### config.mk
export PLATFORM = sky130hd
export DESIGN_NAME = metro_gate_ctrl_flat
export DESIGN_NICKNAME = d
export VERILOG_FILES = /design/src/rtl/metro_gate_ctrl_if.sv /design/src/rtl/metro_gate_ctrl.sv /design/src/flat_wrapper.sv
export SDC_FILE = /design/constraint.sdc
export NUM_CORES = 1
export LEC_CHECK = 0
export ABC_AREA = 1
export BUFFER_PORTS_ARGS = -buffer_cell sky130_fd_sc_hd__buf_2
export CORE_UTILIZATION = 50
export DETAILED_ROUTE_END_ITERATION = 16
export GPL_TIMING_DRIVEN = 1
export PLACE_DENSITY = 0.8
export SYNTH_ARGS = -nofsm -noshare
export SYNTH_HDL_FRONTEND = slang
export SYNTH_SLANG_ARGS = --single-unit
### constraint.sdc
create_clock -name clk -period 1.25 [get_ports clk]
set_input_delay 0.125 -clock clk [delete_from_list [all_inputs] [get_ports clk]]
set_output_delay 0.125 -clock clk [all_outputs]
set_load 0.02 [all_outputs]
### src/rtl/metro_gate_ctrl_if.sv
// -----------------------------------------------------------------------------
// metro_gate_ctrl_if
// Reader/actuator bundle for the metro gate controller.
//   master : reader front end / stimulus side; drives the code strobe, code,
//            pass sensor and maintenance override, and observes the gate status.
//   slave  : the gate controller; consumes the reader signals, drives the door
//            enable, deny pulse, lockout flag, fail counter and debug state.
// -----------------------------------------------------------------------------
interface metro_gate_ctrl_if #(
  parameter int CODE_W    = 4,
  parameter int MAX_FAILS = 3
);
  localparam int FAIL_W = $clog2(MAX_FAILS + 1);

  logic              validate_code;
  logic [CODE_W-1:0] access_code;
  logic              pass_sensor;
  logic              maint_open;
  logic              open_access_door;
  logic              deny_pulse;
  logic              locked_out;
  logic [FAIL_W-1:0] fail_count;
  logic [2:0]        state_out;

  modport master (
    output validate_code, access_code, pass_sensor, maint_open,
    input  open_access_door, deny_pulse, locked_out, fail_count, state_out
  );

  modport slave (
    input  validate_code, access_code, pass_sensor, maint_open,
    output open_access_door, deny_pulse, locked_out, fail_count, state_out
  );
endinterface

### src/rtl/metro_gate_ctrl.sv
// -----------------------------------------------------------------------------
// metro_gate_ctrl
// Access-gate controller: captures a presented code, range-checks it, holds the
// door open for a fixed time (closed early by the pass sensor), counts
// consecutive invalid attempts with a timed lockout, and supports a maintenance
// override that forces the door open.
// Ports:
//   clk      : clock, rising edge
//   rst_n    : asynchronous active-low reset
//   gate_bus : metro_gate_ctrl_if.slave
//              in  validate_code, access_code, pass_sensor, maint_open
//              out open_access_door, deny_pulse, locked_out, fail_count,
//                  state_out
// -----------------------------------------------------------------------------
module metro_gate_ctrl #(
  parameter int CODE_W         = 4,
  parameter int CODE_MIN       = 4,
  parameter int CODE_MAX       = 11,
  parameter int OPEN_CYCLES    = 16,
  parameter int MAX_FAILS      = 3,
  parameter int LOCKOUT_CYCLES = 32
) (
  input logic              clk,
  input logic              rst_n,
  metro_gate_ctrl_if.slave gate_bus
);

  localparam int FAIL_W  = $clog2(MAX_FAILS + 1);
  localparam int TMR_MAX = (OPEN_CYCLES > LOCKOUT_CYCLES) ? OPEN_CYCLES : LOCKOUT_CYCLES;
  localparam int TMR_W   = $clog2(TMR_MAX + 1);

  localparam logic [TMR_W-1:0]  OPEN_LAST = TMR_W'(OPEN_CYCLES - 1);
  localparam logic [TMR_W-1:0]  LOCK_LAST = TMR_W'(LOCKOUT_CYCLES - 1);
  localparam logic [CODE_W-1:0] MIN_CODE  = CODE_W'(CODE_MIN);
  localparam logic [CODE_W-1:0] MAX_CODE  = CODE_W'(CODE_MAX);
  localparam logic [FAIL_W-1:0] FAIL_SAT  = FAIL_W'(MAX_FAILS);

  typedef enum logic [2:0] {
    S_IDLE    = 3'd0,
    S_CHECK   = 3'd1,
    S_GRANTED = 3'd2,
    S_DENIED  = 3'd3,
    S_LOCKOUT = 3'd4,
    S_MAINT   = 3'd5
  } state_t;

  state_t            r_state,    w_state_nxt;
  logic [TMR_W-1:0]  r_timer,    w_timer_nxt;
  logic [CODE_W-1:0] r_code,     w_code_nxt;
  logic [FAIL_W-1:0] r_fail_cnt, w_fail_nxt;
  logic              w_code_ok;

  assign w_code_ok = (r_code >= MIN_CODE) && (r_code <= MAX_CODE);

  // NOTE: state registers use non-blocking assignments so every flop samples
  // the pre-edge values of the others, independent of statement order.
  always_ff @(posedge clk or negedge rst_n) begin
    if (!rst_n) begin
      r_state    <= S_IDLE;
      r_timer    <= '0;
      r_code     <= '0;
      r_fail_cnt <= '0;
    end else begin
      r_state    <= w_state_nxt;
      r_timer    <= w_timer_nxt;
      r_code     <= w_code_nxt;
      r_fail_cnt <= w_fail_nxt;
    end
  end

  // The timer defaults to zero, so it clears on every state change and only
  // advances in the branches that stay in GRANTED or LOCKOUT.
  always_comb begin
    // NOTE: every output of this block gets a default first so no path can
    // leave a variable unassigned and infer a latch.
    w_state_nxt = r_state;
    w_timer_nxt = '0;
    w_code_nxt  = r_code;
    w_fail_nxt  = r_fail_cnt;

    if (gate_bus.maint_open) begin
      // Override wins over everything, including illegal encodings.
      w_state_nxt = S_MAINT;
    end else begin
      case (r_state)
        S_IDLE: begin
          if (gate_bus.validate_code) begin
            w_code_nxt  = gate_bus.access_code;
            w_state_nxt = S_CHECK;
          end
        end
        S_CHECK: begin
          if (w_code_ok) begin
            w_state_nxt = S_GRANTED;
            w_fail_nxt  = '0;
          end else begin
            w_state_nxt = S_DENIED;
            w_fail_nxt  = (r_fail_cnt == FAIL_SAT) ? r_fail_cnt : r_fail_cnt + 1'b1;
          end
        end
        S_GRANTED: begin
          // Pass sensor outranks timer expiry; a code strobe here is dropped.
          if (gate_bus.pass_sensor || (r_timer == OPEN_LAST)) begin
            w_state_nxt = S_IDLE;
          end else begin
            w_timer_nxt = r_timer + 1'b1;
          end
        end
        S_DENIED: begin
          w_state_nxt = (r_fail_cnt == FAIL_SAT) ? S_LOCKOUT : S_IDLE;
        end
        S_LOCKOUT: begin
          if (r_timer == LOCK_LAST) begin
            w_state_nxt = S_IDLE;
            w_fail_nxt  = '0;
          end else begin
            w_timer_nxt = r_timer + 1'b1;
          end
        end
        S_MAINT: begin
          w_state_nxt = S_IDLE;
          w_fail_nxt  = '0;
        end
        default: begin
          w_state_nxt = S_IDLE;
        end
      endcase
    end
  end

  // Moore outputs decoded straight from the state register.
  assign gate_bus.open_access_door = (r_state == S_GRANTED) || (r_state == S_MAINT);
  assign gate_bus.deny_pulse       = (r_state == S_DENIED);
  assign gate_bus.locked_out       = (r_state == S_LOCKOUT);
  assign gate_bus.fail_count       = r_fail_cnt;
  assign gate_bus.state_out        = r_state;

endmodule

### src/flat_wrapper.sv
// flat-port wrapper written by rule: the top's interface ports become plain ports
module metro_gate_ctrl_flat 
#(
  parameter int CODE_W         = 4,
  parameter int CODE_MIN       = 4,
  parameter int CODE_MAX       = 11,
  parameter int OPEN_CYCLES    = 16,
  parameter int MAX_FAILS      = 3,
  parameter int LOCKOUT_CYCLES = 32
)
  (clk, rst_n, gate_bus_validate_code, gate_bus_access_code, gate_bus_pass_sensor, gate_bus_maint_open, gate_bus_open_access_door, gate_bus_deny_pulse, gate_bus_locked_out, gate_bus_fail_count, gate_bus_state_out);
  metro_gate_ctrl_if #(.CODE_W(CODE_W), .MAX_FAILS(MAX_FAILS)) gate_bus_i ();
  input logic clk;
  input logic rst_n;
  input wire logic [$bits(gate_bus_i.validate_code)-1:0] gate_bus_validate_code;
  input wire logic [$bits(gate_bus_i.access_code)-1:0] gate_bus_access_code;
  input wire logic [$bits(gate_bus_i.pass_sensor)-1:0] gate_bus_pass_sensor;
  input wire logic [$bits(gate_bus_i.maint_open)-1:0] gate_bus_maint_open;
  output wire logic [$bits(gate_bus_i.open_access_door)-1:0] gate_bus_open_access_door;
  output wire logic [$bits(gate_bus_i.deny_pulse)-1:0] gate_bus_deny_pulse;
  output wire logic [$bits(gate_bus_i.locked_out)-1:0] gate_bus_locked_out;
  output wire logic [$bits(gate_bus_i.fail_count)-1:0] gate_bus_fail_count;
  output wire logic [$bits(gate_bus_i.state_out)-1:0] gate_bus_state_out;
  assign gate_bus_i.validate_code = gate_bus_validate_code;
  assign gate_bus_i.access_code = gate_bus_access_code;
  assign gate_bus_i.pass_sensor = gate_bus_pass_sensor;
  assign gate_bus_i.maint_open = gate_bus_maint_open;
  assign gate_bus_open_access_door = gate_bus_i.open_access_door;
  assign gate_bus_deny_pulse = gate_bus_i.deny_pulse;
  assign gate_bus_locked_out = gate_bus_i.locked_out;
  assign gate_bus_fail_count = gate_bus_i.fail_count;
  assign gate_bus_state_out = gate_bus_i.state_out;
  metro_gate_ctrl #(.CODE_W(CODE_W), .CODE_MIN(CODE_MIN), .CODE_MAX(CODE_MAX), .OPEN_CYCLES(OPEN_CYCLES), .MAX_FAILS(MAX_FAILS), .LOCKOUT_CYCLES(LOCKOUT_CYCLES)) u_core (.clk(clk), .rst_n(rst_n), .gate_bus(gate_bus_i));
endmodule
==> results.yml <==
run_status:
  status: "complete, but fails checks"
  violations: "negative setup slack"
synthesis:
  yosysUniqueCellTypes: 14
  syn_nets: 113
  yosysSeqAreaShare_pct: 43.8
  synth_commonest_cells: "24 x nand2_1, 16 x nor2_1, 13 x dfrtp_1, 13 x nand3_1, 12 x inv_1"
  yosys.area.top_type: "dfrtp_1"
  syn-instance-count: 102
  ys_warn_count: 0
  syn_avg_cell_area_sq_um: 7.29
  ys.flop_type: "dfrtp_1"
  ys_async_sr_fraction_pct: 100
  ys_ff_latch: 13
  synth-edff-count: 0
  synth_top_area_share_pct: 43.8
  synth_area_leaders: "dfrtp_1 44%, nand2_1 12%, nand3_1 8.8%"
  yosysMostFrequentCell: "nand2_1"
  syn_area_sq_um: 743
critical_path:
  path_class: "reg2reg"
  cp-startpoint: "u_core.gate_bus.state_out[0]$_DFFE_PN0P_"
  worstPathRequired_ns: 1.41
  cp_cell_sequence: "inv_2 > nand3_1 > nor2_1 > nand3_2 > nand3_1 > nor2_1"
  cp_max_fo: 8
  rrSetupSlack_ns: -0.05
  critPathArrivalTime_ns: 1.47
  path_depth: 6
  crit_path_max_incr_delay_ns: 0.45
  rr_startpoint: "u_core.gate_bus.state_out[0]$_DFFE_PN0P_"
  cp_top_family: "simple AND/OR/NAND/NOR gates"
  reg2reg_depth: 6
  crit-reg2reg-capture: "u_core.gate_bus.state_out[0]$_DFFE_PN0P_"
  crit_buf_inv: 1
  startpoint_type: "flop"
  end_kind: "flop"
  cp_slowest_cell: "dfrtp_2"
placement:
  gp_congestion: 0.701
  hpwl_microns: 1280
  dp_worst_setup_slack_ns: -0.0435
  placed_area_sq_um: 861
  io_buffers: 14
sta:
  hold_viol: 0
  fin_skew_ns: 0.00581
  rsz0062_at_grt: "true"
  period_needed_ns: 1.30
  timing.fmax_mhz: 767
  max_slew_margin_pct: 80.6
  setup_viol: 10
  setup_slack_ns: -0.0546
  post-route-period-util_pct: 104
  final-max-slew-violation-count: 0
  tightest_slew_ns: 0.291
cells_and_area:
  area_delta_synth_final_pct: 33.5
  final_util_pct: 74.4
  layout-drive-gt1-share_pct: 33.8
  final_cell_area_sq_um: 992
  diodes: 0
  nets: 142
clocking:
  h-tree-depth: 1
  tritoncts: "yes"
  clk_pin_slew_ns: 0.08
  clock-root-buffer: "clkbuf_4"
  cts.sinks: 13
  cts_buffers: 3
  clk_latency_ns: 0.28
  clock_path_buffers: 2
power:
  p_sw_share_pct: 40.0
  leakagePower_nw: 0.500
  p_int_mw: 0.850
  switching_power_mw: 0.567
  p_clk_share_pct: 18.8
  comb_power_share_pct: 40.1
  power.density_nw_per_um2: 1430
  ir_worst_vdd_uv: 1070
  seqPwrFrac_pct: 41.1
grt:
  grt_start_max_net_pins: 14
  grt_pass1_vias: 685
  grt_pass1_wl_microns: 2680
  antenna_found_initial: 0
  track_usage_pct: 25.6
  grt-ovfl-total: 0
detailed_routing:
  drcViolationCount: 0
  drtAntennaViolNets: 0
  firstDrtPassIters: 4
  routedWlPerCell_microns: 12.4
  initialDrtViolationCount: 10
  wirelength_microns: 1800
  dr_total_vias: 769
  viasPerCell: 5.30
worst_hold_path:
  hp-class: "in2reg"
  hold_end: "u_core.r_code[2]$_DFFE_PN0P_"
  hp-start: "gate_bus_access_code[2]"
  hold_depth: 3
floorplanning:
  placementRows: 13
  floorplan.initialDensity_pct: 55.7
  die_y_microns: 40.6
  pin_count: 17
  die_w_microns: 40.6
  floorplan.die_area_sq_um: 1640
  fp.coreArea_sq_um: 1330
run:
  maxCapViolations: 0
==> registers in the layout, indices dropped and copies added, names as in the netlist <==
register and cells:
u_core.r_timer 6, u_core.gate_bus.state_out 3, u_core.gate_bus.fail_count 2, u_core.r_code 2
==> cells in the final DEF (no fill, tap or decap), types with 2 or more instances in the layout <==
cell       n
nor3_1     2
buf_2     11
o21ai_2    2
buf_4     10
inv_1      9
xor2_1     2
a21oi_1    7
dfrtp_1   11
nand3_2    4
nor2_1    15
dfrtp_2    2
nand3_1   11
inv_2      4
buf_6      2
clkbuf_4   3
nand2_1   23
nor3_2     2
==> worst reg2reg max path, cell delays in order, from the launching register on <==
cell and delay (ns):
dfrtp_2 0.45, inv_2 0.10, nand3_1 0.13, nor2_1 0.16, nand3_2 0.20, nand3_1 0.12, nor2_1 0.05
==> how the worst max path moves through the flow <==
stage,to,slack (ns)
after floorplan,u_core.gate_bus.state_out[0]$_DFFE_PN0P_,0.0009
after CTS,gate_bus_locked_out,-0.03
after global placement,u_core.gate_bus.state_out[0]$_DFFE_PN0P_,0.009
after detailed placement,u_core.r_timer[4]$_DFF_PN0_,-0.04
final,u_core.gate_bus.state_out[0]$_DFFE_PN0P_,-0.05
after global routing,u_core.gate_bus.state_out[0]$_DFFE_PN0P_,-0.11
==> logic make-up (layout without fill, tap and decap cells) <==
family / count (synthesis) / count (layout) / synth area share [%]
AND/OR/NAND/NOR: 59 / 59 / 34.3
flip-flops: 13 / 13 / 43.8
buffers and inverters: 13 / 41 / 6.56
AO/OA/AOI/OAI: 12 / 12 / 8.42
XOR/XNOR: 3 / 3 / 3.54
adder cells (fa/ha/maj): 2 / 2 / 3.37
==> stage by stage <==
step                cells  hold slack, ns  power (mW)  TNS [ns]
floorplan             102          -0.171       0.910         0
global placement      134          0.0289        1.05         0
detailed placement    134          0.0262        1.08   -0.0787
CTS                   142          0.0900        1.40    -0.141
global route          145           0.112        1.53    -0.999
finish                145          0.0942        1.42    -0.303
==> per-layer routing <==
metal  track usage, %  vias to the layer above  wire [microns]
met4             10.0                        0              24
met3             5.00                        6              90
met5                0                        -               0
met2             48.0                       26             922
li1                 -                      388               -
met1             27.6                      349             762
==> power groups by stage <==
stage | sequential (mW) | clock, mW | combinational, mW
global route | 0.596 | 0.284 | 0.644
finish | 0.583 | 0.266 | 0.568
floorplan | 0.627 | 0 | 0.283
CTS | 0.580 | 0.272 | 0.545
detailed placement | 0.587 | 0 | 0.495
global placement | 0.577 | 0 | 0.476
==> timing repair <==
item	4_1_cts	5_1_grt
buffers inserted	3	3
setup endpoints to repair	11	16
pin swaps	2	2
hold endpoints to repair	13	0
gates resized for setup	12	6
hold buffers	1	0
==> layout make-up <==
type	instances	area, sq um
Multi-Input combinational cell	76	408
Fill cell	101	342
Sequential cell	13	328
Timing Repair Buffer	24	163
Inverter	13	48.8
Clock buffer	4	26.3
Tap cell	15	18.8
(Power assumes the default switching activity.)
